[config.mk]
export PLATFORM = sky130hd
export DESIGN_NAME = uart_tx_arbiter_flat
export DESIGN_NICKNAME = d
export VERILOG_FILES = /design/src/rtl/uart_pkg.sv /design/src/rtl/uart_tx_arbiter_if.sv /design/src/rtl/uart_tx_arbiter_rr_picker.sv /design/src/rtl/uart_tx_arbiter.sv /design/src/flat_wrapper.sv
export SDC_FILE = /design/constraint.sdc
export NUM_CORES = 1
export LEC_CHECK = 0
export ABC_CLOCK_PERIOD_IN_PS = 2700
export CAP_MARGIN = 20
export CORE_MARGIN = 2
export CORE_UTILIZATION = 45
export CTS_CLUSTER_SIZE = 24
export DETAILED_ROUTE_END_ITERATION = 8
export PLACE_DENSITY_LB_ADDON = 0.3
export SLEW_MARGIN = 40
export SYNTH_ARGS = -nofsm -noshare
export SYNTH_HDL_FRONTEND = slang
export SYNTH_SLANG_ARGS = --single-unit
export TNS_END_PERCENT = 20
[constraint.sdc]
create_clock -name clk -period 2.7 [get_ports clk]
set_input_delay 0.405 -clock clk [delete_from_list [all_inputs] [get_ports clk]]
set_output_delay 0.405 -clock clk [all_outputs]
set_load 0.05 [all_outputs]
[src/rtl/uart_pkg.sv]
// rtl/uart_pkg.sv - shared FSM encoding and width helper for the UART TX arbiter
package uart_pkg;

  typedef enum logic [1:0] {
    ST_IDLE      = 2'd0,
    ST_WAIT_DONE = 2'd1,
    ST_GAP       = 2'd2
  } arb_state_e;

  // Smallest r with 2**r >= value; returns 0 for value <= 1.
  function automatic int clog2(input int value);
    int r;
    r = 0;
    for (int i = 0; i < 31; i++) begin
      if ((1 << i) < value) r = i + 1;
    end
    return r;
  endfunction

endpackage

[src/rtl/uart_tx_arbiter_if.sv]
// rtl/uart_tx_arbiter_if.sv - requester handshake and UART TX launch/done bundle
interface uart_tx_arbiter_if #(
  parameter int NUM_REQ    = 4,
  parameter int DATA_WIDTH = 8
);
  logic [NUM_REQ-1:0]            req_valid;
  logic [NUM_REQ*DATA_WIDTH-1:0] req_data;
  logic [NUM_REQ-1:0]            req_ready;
  logic                          tx_start;
  logic [DATA_WIDTH-1:0]         tx_data;
  logic                          tx_done;

  modport master (
    output req_valid, output req_data, input req_ready,
    input tx_start, input tx_data, output tx_done
  );

  modport slave (
    input req_valid, input req_data, output req_ready,
    output tx_start, output tx_data, input tx_done
  );
endinterface

[src/rtl/uart_tx_arbiter_rr_picker.sv]
// rtl/uart_tx_arbiter_rr_picker.sv - combinational round-robin priority encoder
module rr_picker
  import uart_pkg::*;
#(
  parameter int  NUM_REQ = 4,
  localparam int IDX_W   = clog2(NUM_REQ)
) (
  input  logic [NUM_REQ-1:0] req_valid_i,
  input  logic [IDX_W-1:0]   rr_ptr_i,
  output logic               any_o,
  output logic [IDX_W-1:0]   winner_o
);

  logic [IDX_W-1:0] idx;

  // Scan from the farthest offset down so the requester closest to rr_ptr wins.
  always_comb begin
    any_o    = 1'b0;
    winner_o = '0;
    idx      = '0;
    for (int i = NUM_REQ - 1; i >= 0; i--) begin
      idx = IDX_W'((int'(rr_ptr_i) + i) % NUM_REQ);
      if (req_valid_i[idx]) begin
        any_o    = 1'b1;
        winner_o = idx;
      end
    end
  end

endmodule

[src/rtl/uart_tx_arbiter.sv]
// rtl/uart_tx_arbiter.sv - round-robin sharing of one UART transmitter with gap and watchdog
module uart_tx_arbiter
  import uart_pkg::*;
#(
  parameter int  NUM_REQ        = 4,
  parameter int  DATA_WIDTH     = 8,
  parameter int  GAP_CYCLES     = 0,
  parameter int  TIMEOUT_CYCLES = 200000,
  localparam int IDX_W          = clog2(NUM_REQ)
) (
  input  logic              clk,
  input  logic              srst,
  uart_tx_arbiter_if.slave  bus,
  output logic              busy,
  output logic [IDX_W-1:0]  grant_id,
  output logic              tx_timeout
);

  localparam int CNT_MAX = (TIMEOUT_CYCLES > GAP_CYCLES) ? TIMEOUT_CYCLES : GAP_CYCLES;
  localparam int CNT_W   = clog2(CNT_MAX + 1);
  localparam logic [CNT_W-1:0] TIMEOUT_LOAD = CNT_W'(TIMEOUT_CYCLES);
  localparam logic [CNT_W-1:0] GAP_LOAD     = CNT_W'((GAP_CYCLES > 0) ? GAP_CYCLES - 1 : 0);
  localparam arb_state_e       AFTER_FRAME  = (GAP_CYCLES > 0) ? ST_GAP : ST_IDLE;

  arb_state_e            state_q, state_d;
  logic [CNT_W-1:0]      cnt_q, cnt_d;
  logic [IDX_W-1:0]      rr_ptr_q, rr_ptr_d;
  logic [IDX_W-1:0]      grant_q;
  logic [DATA_WIDTH-1:0] tx_data_q;
  logic [NUM_REQ-1:0]    req_ready_q;
  logic                  tx_start_q;
  logic                  tx_done_q;

  logic                  pick_any;
  logic [IDX_W-1:0]      pick_winner;
  logic [DATA_WIDTH-1:0] win_data;
  logic                  done_edge;
  logic                  cnt_zero;
  logic                  grant;

  rr_picker #(.NUM_REQ(NUM_REQ)) u_picker (
    .req_valid_i (bus.req_valid),
    .rr_ptr_i    (rr_ptr_q),
    .any_o       (pick_any),
    .winner_o    (pick_winner)
  );

  assign done_edge = bus.tx_done & ~tx_done_q;
  assign cnt_zero  = (cnt_q == '0);
  assign grant     = (state_q == ST_IDLE) && pick_any;

  always_comb begin
    win_data = '0;
    for (int i = 0; i < NUM_REQ; i++) begin
      if (pick_winner == IDX_W'(i)) win_data = bus.req_data[i*DATA_WIDTH +: DATA_WIDTH];
    end
  end

  always_ff @(posedge clk) begin
    if (srst) state_q <= ST_IDLE;
    else      state_q <= state_d;
  end

  always_comb begin
    state_d = state_q;
    case (state_q)
      ST_IDLE:      if (pick_any) state_d = ST_WAIT_DONE;
      ST_WAIT_DONE: if (done_edge || cnt_zero) state_d = AFTER_FRAME;
      ST_GAP:       if (cnt_zero) state_d = ST_IDLE;
      default:      state_d = ST_IDLE;
    endcase
  end

  // A completion edge wins over a simultaneous watchdog expiry.
  always_comb begin
    busy       = (state_q != ST_IDLE);
    tx_timeout = (state_q == ST_WAIT_DONE) && cnt_zero && !done_edge;
  end

  // One down-counter serves the watchdog in WAIT_DONE and the gap in GAP.
  always_comb begin
    cnt_d    = cnt_q;
    rr_ptr_d = rr_ptr_q;
    case (state_q)
      ST_IDLE:      cnt_d = TIMEOUT_LOAD;
      ST_WAIT_DONE: cnt_d = (done_edge || cnt_zero) ? GAP_LOAD : cnt_q - 1'b1;
      ST_GAP:       if (!cnt_zero) cnt_d = cnt_q - 1'b1;
      default:      cnt_d = cnt_q;
    endcase
    if (grant) rr_ptr_d = (pick_winner == IDX_W'(NUM_REQ - 1)) ? '0 : pick_winner + 1'b1;
  end

  always_ff @(posedge clk) begin
    if (srst) begin
      cnt_q       <= '0;
      rr_ptr_q    <= '0;
      grant_q     <= '0;
      tx_data_q   <= '0;
      req_ready_q <= '0;
      tx_start_q  <= 1'b0;
      tx_done_q   <= 1'b0;
    end else begin
      cnt_q       <= cnt_d;
      rr_ptr_q    <= rr_ptr_d;
      tx_done_q   <= bus.tx_done;
      tx_start_q  <= grant;
      req_ready_q <= grant ? (NUM_REQ'(1) << pick_winner) : '0;
      if (grant) begin
        grant_q   <= pick_winner;
        tx_data_q <= win_data;
      end
    end
  end

  assign bus.req_ready = req_ready_q;
  assign bus.tx_start  = tx_start_q;
  assign bus.tx_data   = tx_data_q;
  assign grant_id      = grant_q;

endmodule
[src/flat_wrapper.sv]
// flat-port wrapper written by rule: the top's interface ports become plain ports
module uart_tx_arbiter_flat import uart_pkg::*;
#(
  parameter int  NUM_REQ        = 4,
  parameter int  DATA_WIDTH     = 8,
  parameter int  GAP_CYCLES     = 0,
  parameter int  TIMEOUT_CYCLES = 200000,
  localparam int IDX_W          = clog2(NUM_REQ)
)
  (clk, srst, busy, grant_id, tx_timeout, bus_req_valid, bus_req_data, bus_req_ready, bus_tx_start, bus_tx_data, bus_tx_done);
  uart_tx_arbiter_if #(.NUM_REQ(NUM_REQ), .DATA_WIDTH(DATA_WIDTH)) bus_i ();
  input  logic clk;
  input  logic srst;
  output logic busy;
  output logic [IDX_W-1:0] grant_id;
  output logic tx_timeout;
  input wire logic [$bits(bus_i.req_valid)-1:0] bus_req_valid;
  input wire logic [$bits(bus_i.req_data)-1:0] bus_req_data;
  output wire logic [$bits(bus_i.req_ready)-1:0] bus_req_ready;
  output wire logic [$bits(bus_i.tx_start)-1:0] bus_tx_start;
  output wire logic [$bits(bus_i.tx_data)-1:0] bus_tx_data;
  input wire logic [$bits(bus_i.tx_done)-1:0] bus_tx_done;
  assign bus_i.req_valid = bus_req_valid;
  assign bus_i.req_data = bus_req_data;
  assign bus_req_ready = bus_i.req_ready;
  assign bus_tx_start = bus_i.tx_start;
  assign bus_tx_data = bus_i.tx_data;
  assign bus_i.tx_done = bus_tx_done;
  uart_tx_arbiter #(.NUM_REQ(NUM_REQ), .DATA_WIDTH(DATA_WIDTH), .GAP_CYCLES(GAP_CYCLES), .TIMEOUT_CYCLES(TIMEOUT_CYCLES)) u_core (.clk(clk), .srst(srst), .bus(bus_i), .busy(busy), .grant_id(grant_id), .tx_timeout(tx_timeout));
endmodule
# Word-level counts from Yosys, hierarchy flattened
# Cells that the tools add are included.
word_totals:
  regBits: 38
  output_inout_bits: 17
  wordCells: 71
op_classes:
  shift: 1
  bitwise_logic: 3
  add_sub_neg: 5
  mux: 28
  n_reduce_logical: 13
  order_cmp: 4
  n_eq_ne: 9
op_table:
  columns: ["op", "n"]
  rows:
  - ["18-bit case mux with 3 select lines", 1]
  - ["18-bit two-way mux", 2]
  - ["8-bit two-way mux", 4]
  - ["18-bit zero test", 1]
  - ["18-bit by 1-bit subtractor with 18-bit output (second input constant)", 1]
  - ["2-bit two-way mux", 8]
  - ["2-bit by 3-bit < comparator with 1-bit output (second input constant)", 4]
  - ["1-bit binary-select mux with 2-bit select", 4]
  - ["1-bit two-way mux", 8]
  - ["2-bit equality test (second input constant)", 3]
  - ["2-bit by 1-bit inequality test with 1-bit output (second input constant)", 3]
  - ["2-bit case mux with 3 select lines", 1]
  - ["2-bit by 1-bit adder with 2-bit output (second input constant)", 2]
  - ["2-bit adder (second input constant)", 2]
  - ["2-bit by 1-bit equality test with 1-bit output (second input constant)", 2]
  - ["2-bit zero test", 2]
  - ["1-bit by 2-bit left shift with 4-bit output (first input constant)", 1]
  - ["1-bit logical AND", 3]
  - ["3-bit AND reduction", 1]
  - ["3-bit nonzero test", 1]
  - ["2-bit inequality test (second input constant)", 1]
  - ["1-bit NOT", 2]
  - ["2-bit AND reduction", 1]
  - ["2-bit nonzero test", 1]
  - ["4 further kinds", 4]

# Depth between registers and ports, before layout
# Gate-level depths: netlist of run 1.
logic_depth:
  ltp_word: 12
  mapped_depth: 12
  mapped_depth_nobuf: 9

# Cells and area by module
# A second synthesis of run 1 with hierarchy kept.
hier_totals:
  cells_unflattened: 212
  hier_area_um2: 1826.8
by_module_without_submodules:
  columns: ["module", "cells_each", "instances", "area_each_um2"]
  rows:
  - ["uart_tx_arbiter", 199, 1, 1749.2]
  - ["rr_picker", 13, 1, 77.6]

# Worst setup path before layout of run 1
# OpenSTA, ideal clock, no wires.
synth_path:
  path_kind: "reg-to-output"
  startpoint: "register u_core.cnt_q[6]"
  endpoint: "output port tx_timeout"
  slack_ps: -316
  path_stages_with_launch: 4
  n_path_buf: 0
  arrival_ps: 2611
  cell_sequence: "dfxtp_1 nor4_4 nand4_2 nor4b_1"
synth_via:
  elab_chain_len: 3
synth_rtl:
  columns: ["item", "line", "source"]
  rows:
  - ["from (decl)", "uart_tx_arbiter.sv:26", "logic [CNT_W-1:0] cnt_q, cnt_d;"]
  - ["from (signal assigned)", "uart_tx_arbiter.sv:103", "cnt_q <= cnt_d;"]
  - ["18-bit zero test", "uart_tx_arbiter.sv:49", "assign cnt_zero = (cnt_q == '0);"]
  - ["1-bit logical AND (2 in series)", "uart_tx_arbiter.sv:77", "tx_timeout = (state_q == ST_WAIT_DONE) && cnt_zero && !done_edge;"]
  - ["to (decl)", "flat_wrapper.sv:16", "output logic tx_timeout;"]
# No other way between the ends.

# Worst setup path after layout of run 1
layout_path:
  startpoint: "input port bus_req_valid[0]"
  endpoint: "register u_core.tx_data_q[0], in the netlist u_core.bus.tx_data[0]"
layout_via:
  elab_chain_len: 11
  word_cells_on_any_way: 25
layout_rtl:
  columns: ["item", "line", "source"]
  rows:
  - ["from (decl)", "flat_wrapper.sv:17", "input wire logic [$bits(bus_i.req_valid)-1:0] bus_req_valid;"]
  - ["1-bit binary-select mux with 2-bit select", "uart_tx_arbiter_rr_picker.sv:23", "if (req_valid_i[idx]) begin"]
  - ["1-bit two-way mux (not written as such)", "uart_tx_arbiter_rr_picker.sv:23", null]
  - ["2-bit two-way mux (3 in series)", "uart_tx_arbiter_rr_picker.sv:23", null]
  - ["2-bit two-way mux (*)", "uart_tx_arbiter_rr_picker.sv:23", null]
  - ["net u_core.pick_winner[1]", "uart_tx_arbiter.sv:35", "logic [IDX_W-1:0] pick_winner;"]
  - ["2-bit zero test", "uart_tx_arbiter.sv:55", "if (pick_winner == IDX_W'(i)) win_data = bus.req_data[i*DATA_WIDTH +: DATA_WIDTH];"]
  - ["8-bit two-way mux (3 in series)", "uart_tx_arbiter.sv:55", null]
  - ["8-bit two-way mux (*)", "uart_tx_arbiter.sv:55", null]
  - ["to (signal assigned)", "uart_tx_arbiter.sv:110", "tx_data_q <= win_data;"]
  - ["to (decl)", "uart_tx_arbiter.sv:29", "logic [DATA_WIDTH-1:0] tx_data_q;"]
# Mark *: on every way through the listed nets, which the timed path passes. The rest lies on a longest branch. The select of a mux whose other input is x is not followed.
# A chain may end at the register's enable or synchronous reset.

==> results of run 1 <==
==> cell usage after synthesis, types with 2 or more instances <==
cell type	number	area, sq um
nand2_1	7	26.3
inv_1	13	48.8
nor4_1	6	37.5
ha_1	6	75.1
nand3_1	2	10.0
xor2_1	6	52.6
and3_1	2	12.5
or3_1	2	12.5
nor2_1	29	109
nand3b_1	8	60.1
a21oi_1	19	95.1
nand4_1	4	25.0
nand2b_1	3	18.8
nor3_1	10	50.1
a211oi_1	8	60.1
nor2b_1	3	18.8
buf_1	2	7.51
nor3_2	5	50.1
dfxtp_1	37	741
nor4_4	2	42.5
buf_2	3	15.0
a221oi_1	8	70.1
clkbuf_1	8	30.0
xnor2_1	7	61.3
==> cell type report <==
class / instances / share of cell area [%]
multi-input cells: 161 / 41.8
flip-flops and latches: 37 / 27.9
repair buffers: 60 / 22.6
clock buffers: 6 / 3.11
well taps: 50 / 2.36
inverters: 14 / 1.98
clock inverters: 1 / 0.283
==> power by group <==
part           switching (W)  internal [W]
clock               0.000196      0.000202
sequential          0.000109      0.000657
combinational       0.000659      0.000512
==> registers in the layout, indices dropped and copies added (netlist names) <==
register	cells
u_core.bus.tx_data	8
u_core.tx_done_q	1
u_core.cnt_q	18
u_core.state_q	1
u_core.rr_ptr_q	2
u_core.grant_id	2
u_core.bus.tx_start	1
u_core.bus.req_ready	4
==> what timing repair did <==
action / CTS / global route
hold buffers: 0 / 0
setup endpoints to repair: 0 / 3
resized for setup: 0 / 1
==> per-stage QoR <==
step	worst slack (ns)	hold WS (ns)
2_1_floorplan	0.374	0.435
3_3_place_gp	0.0470	0.450
3_5_place_dp	-0.0813	0.458
4_1_cts	0.221	0.475
5_1_grt	0.0632	0.504
6_report	0.316	0.470
==> cell families (layout without fill, tap and decap cells) <==
family / count (synthesis) / in the layout / synth area share, %
buffers and inverters: 28 / 81 / 5.78
AND/OR/NAND/NOR: 94 / 94 / 29.3
adder cells (fa/ha/maj): 6 / 6 / 3.85
multiplexers: 1 / 1 / 0.513
XOR/XNOR: 13 / 13 / 5.84
AO/OA/AOI/OAI: 47 / 47 / 16.8
flip-flops: 37 / 37 / 38.0
==> worst max-delay path, delay by kind of cell <==
kind                       cells  cell delay, ns
and+or+nand+nor                1            0.19
adders and majority gates      1            0.37
buffers and inverters          3            0.75
AOI/OAI and AO/OA              5            0.87
==> cell usage in the layout (no fill, tap or decap), drive strengths merged, types with 8 or more instances in the layout <==
master and n:
clkdlybuf4s50 54, dfxtp 37, nor2 30, a21oi 19, nor3 15, inv 14, nor4 9, nand3b 8
a221oi 8, a211oi 8
==> per-layer routing <==
metal	global-route usage [%]	part of all wire [%]	vias to the layer above
li1	-	-	918
met1	26.8	45	835
met2	36.1	49	42
met3	3.49	3.7	8
met4	6.41	1.5	0
met5	0	0	-
==> final timing paths <==
check	cells after the start	end	slack (ns)
worst max-delay path	10	u_core.bus.tx_data[0]	0.32
worst min-delay path	2	u_core.grant_id[1]	0.47
worst max register to register	8	u_core.bus.tx_data[0]	0.43
worst min register to register	2	u_core.grant_id[1]	0.47
==> impl_metrics.json, run 1 <==
{
  "antennaDiodeCount": 0,
  "synth.yosys.seq_area_share_pct": 38.0,
  "crit_path_end_kind": "register",
  "cts_sinks": 37,
  "hold_violations": 0,
  "synthDistinctLibCells": 50,
  "setup_viol": 0,
  "synthArstFlopShare_pct": 0,
  "ys_ff_latch": 37,
  "worstPathArrival_ns": 2.59,
  "viasPerCell": 5.48,
  "cts-htree-levels": 2,
  "p_leak_nw": 1.02,
  "numCtsBuffers": 5,
  "slew_headroom_pct": 57.5,
  "cp_slowest_stage_delay_ns": 0.55,
  "ant_nets": 0,
  "crit_type": "primary input to register",
  "syn_avg_cell_area_sq_um": 8.63,
  "drv_cap": 0,
  "r2r_start": "u_core.rr_ptr_q[1]",
  "rsz0062_at_grt": "false",
  "grt_first_pass_wirelength_mm": 8.29,
  "syn_to_final_growth_pct": 36.0,
  "ir_drop_mv": 0.555,
  "synth_edf_count": 0,
  "port_buffers": 55,
  "critPathLaunch": "bus_req_valid[0]",
  "drt_iter0_markers": 53,
  "grt_max_degree": 19,
  "tightest_slew_ns": 0.635,
  "io_pins": 56,
  "worstPathMaxFanout": 17,
  "vias": 1803,
  "multi_input_area_sq_um": 1110,
  "yosys_warnings": 0,
  "dp.cells": 322,
  "die_w_um": 69.8,
  "start_util_pct": 47.7,
  "finalClockSkew_ns": 0.00550,
  "finalCriticalPeriod_ns": 2.38,
  "cts_tree": "built",
  "crit_slowest_cell": "clkdlybuf4s50_1",
  "grt_pass1_vias": 1779,
  "clk_pin_slew_worst_paths_ns": 0.07,
  "wire_per_inst_um": 14.2,
  "drv_slew": 0,
  "status": "completed",
  "min_path_type": "register to register",
  "syn_inst": 226,
  "synth.net_count": 271,
  "fmax_ghz": 0.420,
  "drc": 0,
  "final_area_sq_um": 2650,
  "start_kind": "primary input",
  "fill_cells": 359,
  "path_cells": "clkdlybuf4s50_1 -> a21oi_1 -> o21a_1 -> o22ai_1 -> buf_4 -> inv_2 -> ha_1 -> a221oi_1 -> a211oi_1 -> nor3_1",
  "grtUsageTotal_pct": 21.0,
  "nets": 324,
  "register_area_sq_um": 741,
  "dieArea_sq_um": 4870,
  "insertion_delay_ns": 0.29,
  "gp_congestion": 0.805,
  "core_area_sq_um": 4090,
  "first_pass_iters": 4,
  "std_cell_rows": 23,
  "post-dp-hpwl_mm": 3.47,
  "critPathRequiredTime_ns": 2.91,
  "cts_setup_buffers": 0,
  "finalCritPeriodShare_pct": 88.3,
  "min-delay-start": "u_core.grant_id[1]",
  "place_area_sq_um": 2560,
  "setup_tns_ns": 0,
  "p_total_w": 0.00234,
  "clockBufferDepth": 2,
  "routed_wl_mm": 4.68,
  "clock_tree.root_cell": "clkbuf_8",
  "syn_area_sq_um": 1950,
  "fin_util_pct": 64.9,
  "drive_gt1_share_pct": 11.1,
  "power_density_nw_per_um2": 881,
  "die_y_um": 69.8,
  "antenna_found_initial": 0,
  "finalNonFillerCells": 329,
  "synth_ff_type": "dfxtp_1",
  "gr-total-overflow": 0
}
No activity file was read; power rests on OpenSTA's default activity.
==> run 2: changes to the inputs <==
--- a/config.mk
+++ b/config.mk
@@ -8,9 +8,10 @@
 export ABC_CLOCK_PERIOD_IN_PS = 2700
 export CAP_MARGIN = 20
 export CORE_MARGIN = 2
-export CORE_UTILIZATION = 45
+export CORE_UTILIZATION = 47
 export CTS_CLUSTER_SIZE = 24
 export DETAILED_ROUTE_END_ITERATION = 8
+export GPL_TIMING_DRIVEN = 0
 export PLACE_DENSITY_LB_ADDON = 0.3
 export SLEW_MARGIN = 40
 export SYNTH_ARGS = -nofsm -noshare
==> run 2 against run 1 <==
Cell area is 1.4% higher. Worst setup slack lost 0.16 ns. Clock skew hardly changed. Worst hold slack hardly changed. Via count up 3.7%. Non-clock buffer count grew 10. Critical path depth rose by 1. Register-to-register slack got worse by 0.19 ns. Die area is 4.0% lower. Fmax is 6.4% lower. Sequential power decreased by 0.7%. Clock-buffer cell count unchanged.
==> impl_metrics.json, run 2 (synthesized netlist as in run 1, its figures left out) <==
{
  "status": "completed",
  "drt_iter0_markers": 49,
  "holdWs_ns": 0.470,
  "p_total_w": 0.00232,
  "ant_nets": 0,
  "largest_register_ffs": 18,
  "gr-total-overflow": 0,
  "finalClockSkew_ns": 0.00561,
  "pwr-share-seq_pct": 32.8,
  "insertion_delay_ns": 0.29,
  "critPathRequiredTime_ns": 2.91,
  "io_pins": 56,
  "antenna_found_initial": 0,
  "path_cells": "clkdlybuf4s50_1 -> nand2b_1 -> a21oi_1 -> nor3_4 -> inv_1 -> ha_1 -> clkbuf_1 -> buf_2 -> a221oi_1 -> a211oi_1 -> nor3_1",
  "p_switching_w": 0.000972,
  "drv_slew": 0,
  "cp_slowest_stage_delay_ns": 0.48,
  "cts-htree-levels": 2,
  "cts_sinks": 37,
  "vias": 1870,
  "rsz0062_at_grt": "true",
  "setup_viol": 0,
  "worstPathArrival_ns": 2.76,
  "fin_util_pct": 67.2,
  "tightest_slew_ns": 0.541,
  "worstPathMaxFanout": 10,
  "cts_tree": "built",
  "clock_tree.root_cell": "clkbuf_8",
  "grt_first_pass_wirelength_mm": 7.54,
  "post-dp-hpwl_mm": 3.52,
  "grtUsageTotal_pct": 22.0,
  "start_kind": "primary input",
  "final_common_cell": "clkdlybuf4s50_1",
  "finalCriticalPeriod_ns": 2.55,
  "slew_headroom_pct": 63.8,
  "first_pass_iters": 4,
  "nets": 334,
  "crit_type": "primary input to register",
  "clockBufferDepth": 2,
  "top_register": "u_core.cnt_q",
  "swShare_pct": 41.9,
  "p_leak_nw": 1.05,
  "port_buffers": 55,
  "drive_gt1_share_pct": 12.1,
  "routed_wl_mm": 4.80,
  "numCtsBuffers": 5,
  "antennaDiodeCount": 0,
  "p_int_w": 0.00135,
  "viasPerCell": 5.50,
  "std_cell_rows": 23,
  "finalCritPeriodShare_pct": 94.3,
  "crit_buf_inv": 4,
  "hold_violations": 0,
  "critPathTopFamily": "buffers and inverters",
  "syn_to_final_growth_pct": 37.9,
  "start_util_pct": 48.7,
  "final_area_sq_um": 2690,
  "gp_congestion": 0.851,
  "dieArea_sq_um": 4680,
  "drv_cap": 0,
  "fmax_ghz": 0.393,
  "crit_path_end_kind": "register",
  "most-common-layout-cells": "clkdlybuf4s50_1 (53), dfxtp_1 (37), nor2_1 (29), a21oi_1 (19), inv_1 (13)",
  "drc": 0,
  "place_area_sq_um": 2570,
  "setup_tns_ns": 0,
  "power_density_nw_per_um2": 862,
  "die_y_um": 68.4,
  "crit_slowest_cell": "clkdlybuf4s50_1",
  "clock_power_share_pct": 15.7,
  "ir_drop_mv": 0.425,
  "min_path_type": "register to register",
  "power_frac_comb_pct": 51.4,
  "grt_max_degree": 12,
  "core_area_sq_um": 4000,
  "grt_pass1_vias": 1719,
  "clk_pin_slew_worst_paths_ns": 0.07,
  "wire_per_inst_um": 14.1,
  "die_w_um": 68.4
}
[run 2: cell types whose count changed in the layout (fill, tap and decap cells not counted), sizes merged]
cell / before / now
buf: 6 / 8
clkbuf: 6 / 14
clkinv: 0 / 2
clkinvlp: 1 / 0
dlymetal6s2s: 0 / 1
clkdlybuf4s50: 54 / 53
[run 2: metrics by stage]
step	instances	setup WS, ns
2_1_floorplan	226	0.374
3_3_place_gp	331	-0.356
3_5_place_dp	331	-0.399
4_1_cts	339	0.0271
5_1_grt	340	-0.0183
6_report	340	0.154
[run 2: worst min-delay path: stages (launching register included)]
cell and delay (ns):
dfxtp_1 0.32, nand2_1 0.05, a21oi_1 0.05
[run 2: final timing paths]
kind	start	end	slack [ns]	cells past startpoint
setup / recovery	bus_req_valid[2]	u_core.bus.tx_data[6]	0.15	11
hold / removal	u_core.grant_id[1]	u_core.grant_id[1]	0.47	2
setup reg to reg	u_core.rr_ptr_q[1]	u_core.bus.tx_data[6]	0.24	11
hold reg to reg	u_core.grant_id[1]	u_core.grant_id[1]	0.47	2
[run 2: timing repair]
action,in CTS,in global routing
buffers inserted,0,1
hold buffers,0,0
setup endpoints to repair,9,9
pin swaps,0,1
endpoints found under the hold margin,0,0
resized for setup,4,12
[run 2: metal layers]
metal | part of all wire (%) | track usage, % | vias up
met5 | 0 | 0 | -
li1 | - | - | 943
met2 | 49 | 36.8 | 39
met4 | 3.2 | 12.3 | 0
met3 | 3.4 | 5.10 | 16
met1 | 45 | 25.7 | 872
[run 2: layout make-up]
type	count	area, sq um
repair buffers	56	556
inverters	14	52.6
plain buffers	14	63.8
flip-flops and latches	37	741
fillers	342	1310
clock inverters	2	10.0
well taps	50	62.6
multi-input cells	161	1130
clock buffers	6	72.6
[run 2: power groups by stage]
stage | combinational (W) | sequential, W | clock (W)
after global routing | 0.00130 | 0.000776 | 0.000395
after global placement | 0.00115 | 0.000768 | 0
final | 0.00119 | 0.000761 | 0.000365
after floorplan | 0.000736 | 0.000902 | 0
after CTS | 0.00117 | 0.000761 | 0.000377
after detailed placement | 0.00116 | 0.000773 | 0
